<file path="config.mk">
export PLATFORM = sky130hd
export DESIGN_NAME = joybus_host
export DESIGN_NICKNAME = d
export VERILOG_FILES = /design/src/rtl/joybus_pkg.sv /design/src/rtl/joybus_line_sync.sv /design/src/rtl/joybus_host.sv
export SDC_FILE = /design/constraint.sdc
export NUM_CORES = 1
export LEC_CHECK = 0
export ABC_AREA = 1
export ABC_CLOCK_PERIOD_IN_PS = 1970
export CAP_MARGIN = 10
export CORE_AREA = 3 3 118 120
export CTS_BUF_LIST = sky130_fd_sc_hd__clkbuf_4 sky130_fd_sc_hd__clkbuf_8
export CTS_CLUSTER_DIAMETER = 60
export DETAILED_ROUTE_END_ITERATION = 10
export DIE_AREA = 0 0 121 123
export GPL_ROUTABILITY_DRIVEN = 0
export SLEW_MARGIN = 5
export SYNTH_ARGS = -nofsm -noshare
export SYNTH_HDL_FRONTEND = slang
export SYNTH_SLANG_ARGS = --single-unit
</file>
<file path="constraint.sdc">
create_clock -name clk -period 1.97 [get_ports clk]
set_input_delay 0.197 -clock clk [delete_from_list [all_inputs] [get_ports clk]]
set_output_delay 0.197 -clock clk [all_outputs]
set_load 0.03 [all_outputs]
</file>
<file path="src/rtl/joybus_pkg.sv">
// rtl/joybus_pkg.sv - shared joybus command codes, timing units and host FSM states
//
// Purpose: constants shared by the joybus host and the controller-side model.
//   CMD_*     command byte codes
//   *_LEN     response lengths in bytes for the standard commands
//   *_US      bit-cell timing in microseconds
//   joy_state_t  host transaction state encoding
package joybus_pkg;

    localparam logic [7:0] CMD_INFO  = 8'h00;
    localparam logic [7:0] CMD_POLL  = 8'h01;
    localparam logic [7:0] CMD_RESET = 8'hFF;

    localparam int INFO_LEN = 3;
    localparam int POLL_LEN = 4;

    localparam int BIT_US    = 4;
    localparam int SHORT_US  = 1;
    localparam int LONG_US   = 3;
    localparam int SAMPLE_US = 2;

    typedef enum logic [2:0] {
        S_IDLE,
        S_TX_LOW,
        S_TX_HIGH,
        S_TX_STOP,
        S_RX_WAIT,
        S_RX_SAMPLE,
        S_RX_STOP,
        S_DONE
    } joy_state_t;

endpackage

</file>
<file path="src/rtl/joybus_line_sync.sv">
// rtl/joybus_line_sync.sv - two-flop synchronizer with falling-edge pulse for the joybus line
//
// Ports:
//   clk      in   system clock
//   reset_l  in   asynchronous active-low reset
//   line_in  in   raw asynchronous line level
//   line     out  synchronized line level (2 cycles latency)
//   fall     out  one-cycle pulse when the synchronized line goes high->low
module joybus_line_sync (
    input  logic clk,
    input  logic reset_l,
    input  logic line_in,
    output logic line,
    output logic fall
);

    logic meta;
    logic sync;
    logic prev;

    // Flops reset to 1: an idle bus is pulled high, so no false edge at reset release.
    always_ff @(posedge clk or negedge reset_l) begin
        if (!reset_l) begin
            meta <= 1'b1;
            sync <= 1'b1;
            prev <= 1'b1;
        end else begin
            meta <= line_in;
            sync <= meta;
            prev <= sync;
        end
    end

    assign line = sync;
    assign fall = prev & ~sync;

endmodule

</file>
<file path="src/rtl/joybus_host.sv">
// rtl/joybus_host.sv - host-side joybus initiator: serialises a command, deserialises the response
//
// Ports:
//   clk, reset_l         clock, asynchronous active-low reset
//   cmd_valid/cmd_ready  start handshake (ready only in IDLE)
//   cmd_data[23:0]       command bytes, byte0 in [23:16], sent MSB-first
//   cmd_len[1:0]         bytes to send, 1..3 (0 behaves as 1)
//   rx_len[5:0]          response bytes expected, 0..MAX_RX
//   rx_data/rx_valid     received byte and its one-cycle strobe
//   done/timeout         end-of-transaction strobe; timeout qualifies it
//   rx_count[5:0]        whole bytes received, held until the next start
//   joy_in               raw line level
//   joy_oe               1 = pull the open-drain line low
module joybus_host
    import joybus_pkg::*;
#(
    parameter int CLKS_PER_US = 16,
    parameter int TIMEOUT_US  = 64,
    parameter int MAX_RX      = 32
) (
    input  logic        clk,
    input  logic        reset_l,
    input  logic        cmd_valid,
    output logic        cmd_ready,
    input  logic [23:0] cmd_data,
    input  logic [1:0]  cmd_len,
    input  logic [5:0]  rx_len,
    output logic [7:0]  rx_data,
    output logic        rx_valid,
    output logic        done,
    output logic        timeout,
    output logic [5:0]  rx_count,
    input  logic        joy_in,
    output logic        joy_oe
);

    localparam int TW = $clog2(TIMEOUT_US * CLKS_PER_US + 1) + 1;

    localparam logic [TW-1:0] SHORT_CYC   = TW'(SHORT_US * CLKS_PER_US);
    localparam logic [TW-1:0] LONG_CYC    = TW'(LONG_US * CLKS_PER_US);
    localparam logic [TW-1:0] BIT_CYC     = TW'(BIT_US * CLKS_PER_US);
    localparam logic [TW-1:0] SAMPLE_CYC  = TW'(SAMPLE_US * CLKS_PER_US);
    localparam logic [TW-1:0] TIMEOUT_CYC = TW'(TIMEOUT_US * CLKS_PER_US);
    localparam logic [TW-1:0] ONE         = TW'(1);
    localparam logic [5:0]    MAX_RX_L    = 6'(MAX_RX);

    joy_state_t    state;
    joy_state_t    state_n;
    logic [TW-1:0] timer;

    logic [23:0]   tx_shift;
    logic [4:0]    tx_bit;
    logic [1:0]    tx_len;
    logic [5:0]    rx_target;
    logic [6:0]    rx_shift;
    logic [2:0]    rx_bit;
    logic          to_q;

    logic          line_s;
    logic          line_fall;

    logic          accept;
    logic          bit_done;
    logic          sample_now;
    logic          timer_clr;
    logic          to_hit;

    logic [TW-1:0] low_cyc;
    logic [TW-1:0] high_cyc;
    logic          tx_last;
    logic          byte_last;

    joybus_line_sync u_line_sync (
        .clk     (clk),
        .reset_l (reset_l),
        .line_in (joy_in),
        .line    (line_s),
        .fall    (line_fall)
    );

    // Bit 1 is a short low then long high; bit 0 the reverse. Cell length is fixed.
    assign low_cyc   = tx_shift[23] ? SHORT_CYC : LONG_CYC;
    assign high_cyc  = BIT_CYC - low_cyc;
    assign tx_last   = (tx_bit == ({tx_len, 3'b000} - 5'd1));
    assign byte_last = (rx_bit == 3'd7) && ((rx_count + 6'd1) == rx_target);

    // Decoded straight from the state register so an asynchronous reset
    // releases the line without waiting for a clock edge.
    assign joy_oe    = (state == S_TX_LOW) || (state == S_TX_STOP);
    assign cmd_ready = (state == S_IDLE);
    assign done      = (state == S_DONE);
    assign timeout   = to_q;

    always_ff @(posedge clk or negedge reset_l) begin
        if (!reset_l) begin
            state <= S_IDLE;
            timer <= '0;
        end else begin
            state <= state_n;
            if ((state_n != state) || timer_clr) begin
                timer <= '0;
            end else begin
                timer <= timer + ONE;
            end
        end
    end

    always_comb begin
        state_n    = state;
        accept     = 1'b0;
        bit_done   = 1'b0;
        sample_now = 1'b0;
        timer_clr  = 1'b0;
        to_hit     = 1'b0;
        case (state)
            S_IDLE: begin
                if (cmd_valid) begin
                    accept  = 1'b1;
                    state_n = S_TX_LOW;
                end
            end
            S_TX_LOW: begin
                if (timer == low_cyc - ONE) begin
                    state_n = S_TX_HIGH;
                end
            end
            S_TX_HIGH: begin
                if (timer == high_cyc - ONE) begin
                    bit_done = 1'b1;
                    state_n  = tx_last ? S_TX_STOP : S_TX_LOW;
                end
            end
            S_TX_STOP: begin
                if (timer == SHORT_CYC - ONE) begin
                    state_n = (rx_target == 6'd0) ? S_DONE : S_RX_WAIT;
                end
            end
            S_RX_WAIT: begin
                // The timer runs regardless of line level, so a line stuck
                // low also expires here.
                if (line_fall) begin
                    state_n = S_RX_SAMPLE;
                end else if (timer == TIMEOUT_CYC - ONE) begin
                    to_hit  = 1'b1;
                    state_n = S_DONE;
                end
            end
            S_RX_SAMPLE: begin
                if (timer == SAMPLE_CYC - ONE) begin
                    sample_now = 1'b1;
                    state_n    = byte_last ? S_RX_STOP : S_RX_WAIT;
                end
            end
            S_RX_STOP: begin
                // Any low level (stop bit or stray edges) restarts the
                // high-time measurement.
                if (!line_s) begin
                    timer_clr = 1'b1;
                end else if (timer == SAMPLE_CYC - ONE) begin
                    state_n = S_DONE;
                end
            end
            S_DONE: begin
                state_n = S_IDLE;
            end
            default: begin
                state_n = S_IDLE;
            end
        endcase
    end

    always_ff @(posedge clk or negedge reset_l) begin
        if (!reset_l) begin
            tx_shift  <= '0;
            tx_bit    <= '0;
            tx_len    <= 2'd1;
            rx_target <= '0;
            rx_shift  <= '0;
            rx_bit    <= '0;
            rx_count  <= '0;
            rx_data   <= '0;
            rx_valid  <= 1'b0;
            to_q      <= 1'b0;
        end else begin
            rx_valid <= 1'b0;
            to_q     <= to_hit;
            if (accept) begin
                tx_shift  <= cmd_data;
                tx_bit    <= '0;
                tx_len    <= (cmd_len == 2'd0) ? 2'd1 : cmd_len;
                rx_target <= (rx_len > MAX_RX_L) ? MAX_RX_L : rx_len;
                rx_bit    <= '0;
                rx_count  <= '0;
            end
            if (bit_done) begin
                tx_shift <= {tx_shift[22:0], 1'b0};
                tx_bit   <= tx_bit + 5'd1;
            end
            if (sample_now) begin
                rx_shift <= {rx_shift[5:0], line_s};
                rx_bit   <= rx_bit + 3'd1;
                if (rx_bit == 3'd7) begin
                    rx_valid <= 1'b1;
                    rx_data  <= {rx_shift, line_s};
                    rx_count <= rx_count + 6'd1;
                end
            end
        end
    end

endmodule

</file>
==> out/qor.yml <==
floorplan:
  initial_utilization_pct: 29.69
  die_w_um: 121
  pin_count: 55
  placementRows: 42
  die-area_um2: 14880
  die_h_um: 123
  core_um2: 13090
critical_path:
  startpoint_type: "flop"
  worst_ep_required_time_ns: 2.24
  max_stage_delay_ns: 0.42
  cp_common_cell: "nand2_1"
  critPathCaptureType: "flop"
  cp_top_family: "simple AND/OR/NAND/NOR gates"
  path_cells: "ha_4 -> nand2_1 -> nor2_1 -> nand2_1 -> inv_1 -> nand2_1 -> nand3_1 -> nand2_1 -> nand4_2 -> nand2_1 -> nand3_2 -> buf_12 -> nor2_1"
  crit_path_top_delay_cell: "dfrtp_1"
  crit_type: "reg -> reg"
  critPathArrivalTime_ns: 2.07
  path_buf_inv: 2
  cp_max_fo: 12
finish:
  multi_input_area_um2: 1541
  drive_above_1_share_pct: 12.35
  nFillCells: 1322
  nets: 538
  final_core_util_pct: 37.48
  final_area_um2: 4905
  final_cell_mix: "nand2_1, dfrtp_1, inv_1, clkdlybuf4s50_1, o21ai_0"
  synthToLayoutAreaGrowth_pct: 26.25
  seq_area_um2: 2032
  antenna_cells: 0
  layout_commonest_cell: "nand2_1"
yosys:
  synth-seq-area-share_pct: 52.30
  synthCells: 436
  synth_top_cell_area_share_pct: 49.60
  synth-async-reset-ratio_pct: 100.0
  yosysTopAreaCell: "dfrtp_1"
  synth_edf_count: 0
  syn_area_per_cell_um2: 8.910
  synth_area_um2: 3885
  ys_ff_latch: 81
  synth_top_family_by_area: "simple AND/OR/NAND/NOR gates"
  ys_types: 36
  yosys-top-cells-area: "dfrtp_1, nand2_1, inv_1, o221ai_1, o21ai_0"
  synth_ff_type: "dfrtp_1"
  synthAdderAreaFrac_pct: 1.610
  synth_fp_nets: 477
  yosys_warnings: 0
  synthMuxAreaShare_pct: 0
  yosys.area_share.simple_pct: 22.22
  synth_compound_area_share_pct: 11.56
  synth_xor_area_share_pct: 3.833
global_route:
  grt_pass1_wl_um: 13670
  track_usage_pct: 11.28
  grt_max_degree: 48
  antenna_found_initial: 0
  overflow: 0
  grt_pass1_vias: 2986
power_and_ir_drop:
  ir_worst_vdd_v: 0.0003626
  p_switching_mw: 0.5951
  p_sw_share_pct: 19.78
  pwr_density_cell_nw_per_um2: 613.4
  power.leakage_nw: 2.304
  seq_power_share_pct: 55.5
  clkPwrFrac_pct: 40.8
  p_int_mw: 2.413
  combPwrFrac_pct: 3.7
detailed_routing:
  vias_per_cell: 4.409
  drcViolationCount: 0
  dr.pass1.iters: 4
  detail-route-antenna-nets: 0
  routedWlPerCell_um: 11.54
  drtIter0Drc: 179
  num_vias: 2989
  drt-total-wl_um: 7826
clock_network:
  clk_pin_slew_worst_paths_ns: 0.07
  insertion_delay_ns: 0.35
  htree_num_levels: 3
  cts-buffers-inserted: 9
  cts_tree: "built"
  cts.path.max_buffers: 2
  cts_setup_buffers: 0
  clkSinkCount: 81
  clockRootBuffer: "clkbuf_8"
placement:
  dp_slack_ns: 0.1235
  io_buffers: 54
  dpl-instance-area_um2: 4678
  hpwl_um: 5783
timing:
  clock_skew_ns: 0.007926
  fin_crit_ns: 1.794
  relSlewSlack_pct: 64.21
  rsz0062_at_grt: "no"
  setup_viol: 0
  finalHoldViolCount: 0
  slew_violations: 0
  tns_ns: 0
  max_freq_ghz: 0.5573
  whs_ns: 0.2562
  worst_slew_pin_slew_ns: 0.5319
  min_period_over_period_pct: 91.08
  setup_ws_ns: 0.1756
run:
  max-cap-violations: 0
min_path:
  min-delay-path-class: "in -> reg"
run_status:
  status: "finished, final reports clean"
routing by layer:
metal | vias to the layer above | part of all wire (%) | routed length, um | global-route usage (%)
li1 | 1542 | - | - | -
met1 | 1383 | 47 | 3663 | 14.29
met2 | 58 | 48 | 3720 | 19.03
met3 | 6 | 4.7 | 370 | 3.339
met4 | 0 | 0.92 | 72 | 2.762
met5 | - | 0 | 0 | 0
final timing paths:
kind,start,end,depth (start not counted),slack [ns]
setup / recovery,timer[0]$_DFF_PN0_,timer[0]$_DFF_PN0_,13,0.18
hold / removal,joy_in,u_line_sync.meta$_DFF_PN1_,1,0.26
setup reg to reg,timer[0]$_DFF_PN0_,timer[0]$_DFF_PN0_,13,0.18
hold reg to reg,u_line_sync.meta$_DFF_PN1_,u_line_sync.line$_DFF_PN1_,0,0.36
max in group asynchronous,reset_l,tx_len[0]$_DFFE_PN1P_,3,0.98
min in group asynchronous,reset_l,rx_count[2]$_DFF_PN0_,2,0.33
flip-flops by register name, indices dropped and copies added (netlist names):
register          flops
timer                12
rx_valid              1
u_line_sync.meta      1
tx_len                2
timeout               1
rx_target             6
u_line_sync.line      1
tx_bit                5
rx_data               8
rx_shift              7
tx_shift             24
rx_bit                3
u_line_sync.prev      1
state                 3
rx_count              6
metrics by stage:
step / cells / power, mW
3_3_place_gp: 661 / 1.816
3_5_place_dp: 661 / 1.817
5_1_grt: 678 / 3.157
6_report: 678 / 3.008
4_1_cts: 678 / 3.067
2_1_floorplan: 436 / 1.705
synthesized netlist by cell type (all sizes together) (2+ instances only):
cell type  count
dfstp          4
xor2          15
o22ai          6
a22o           2
buf           10
o221ai        23
or2            2
nor3           5
nor2          40
dfrtp         77
xnor2          2
inv           67
nand3         27
a21oi          4
clkbuf         5
o21ai         30
nand4          5
nand2         98
ha             5
nand3b         2
power by group through the flow:
stage	logic [mW]	registers (mW)	clock network, mW
floorplan	0.00311	1.70	0
global placement	0.115	1.70	0
detailed placement	0.115	1.70	0
CTS	0.117	1.67	1.28
global route	0.125	1.67	1.36
finish	0.113	1.67	1.23
area by class of cell:
| type | instances | share of cell area [%] |
|---|---|---|
| clock buffers | 13 | 3.393 |
| inverters | 67 | 5.128 |
| multi-input cells | 273 | 31.43 |
| well taps | 176 | 4.490 |
| clock inverters | 3 | 0.8163 |
| flip-flops and latches | 81 | 41.43 |
| repair buffers | 65 | 13.32 |
cell families (layout without fill, tap and decap cells):
kind of cell / after synthesis / after routing
AOI/OAI and AO/OA: 68 / 68
buffers and inverters: 82 / 148
DFF: 81 / 81
and+or+nand+nor: 183 / 183
adders and majority gates: 5 / 5
xor gates and xnor gates: 17 / 17
worst reg2reg max path, cell delays in order (launching register included):
cell and delay, ns:
dfrtp_1 0.42, ha_4 0.18, nand2_1 0.14, nor2_1 0.06, nand2_1 0.09, inv_1 0.06
nand2_1 0.05, nand3_1 0.06, nand2_1 0.10, nand4_2 0.12, nand2_1 0.10, nand3_2 0.10
buf_12 0.16, nor2_1 0.10
what timing repair did:
item	in CTS	in global routing
pin swaps	0	3
endpoints found under the setup margin	3	2
endpoints found under the hold margin	31	0
gates resized for setup	3	5
hold buffers	1	0
(Power assumes the default switching activity.)
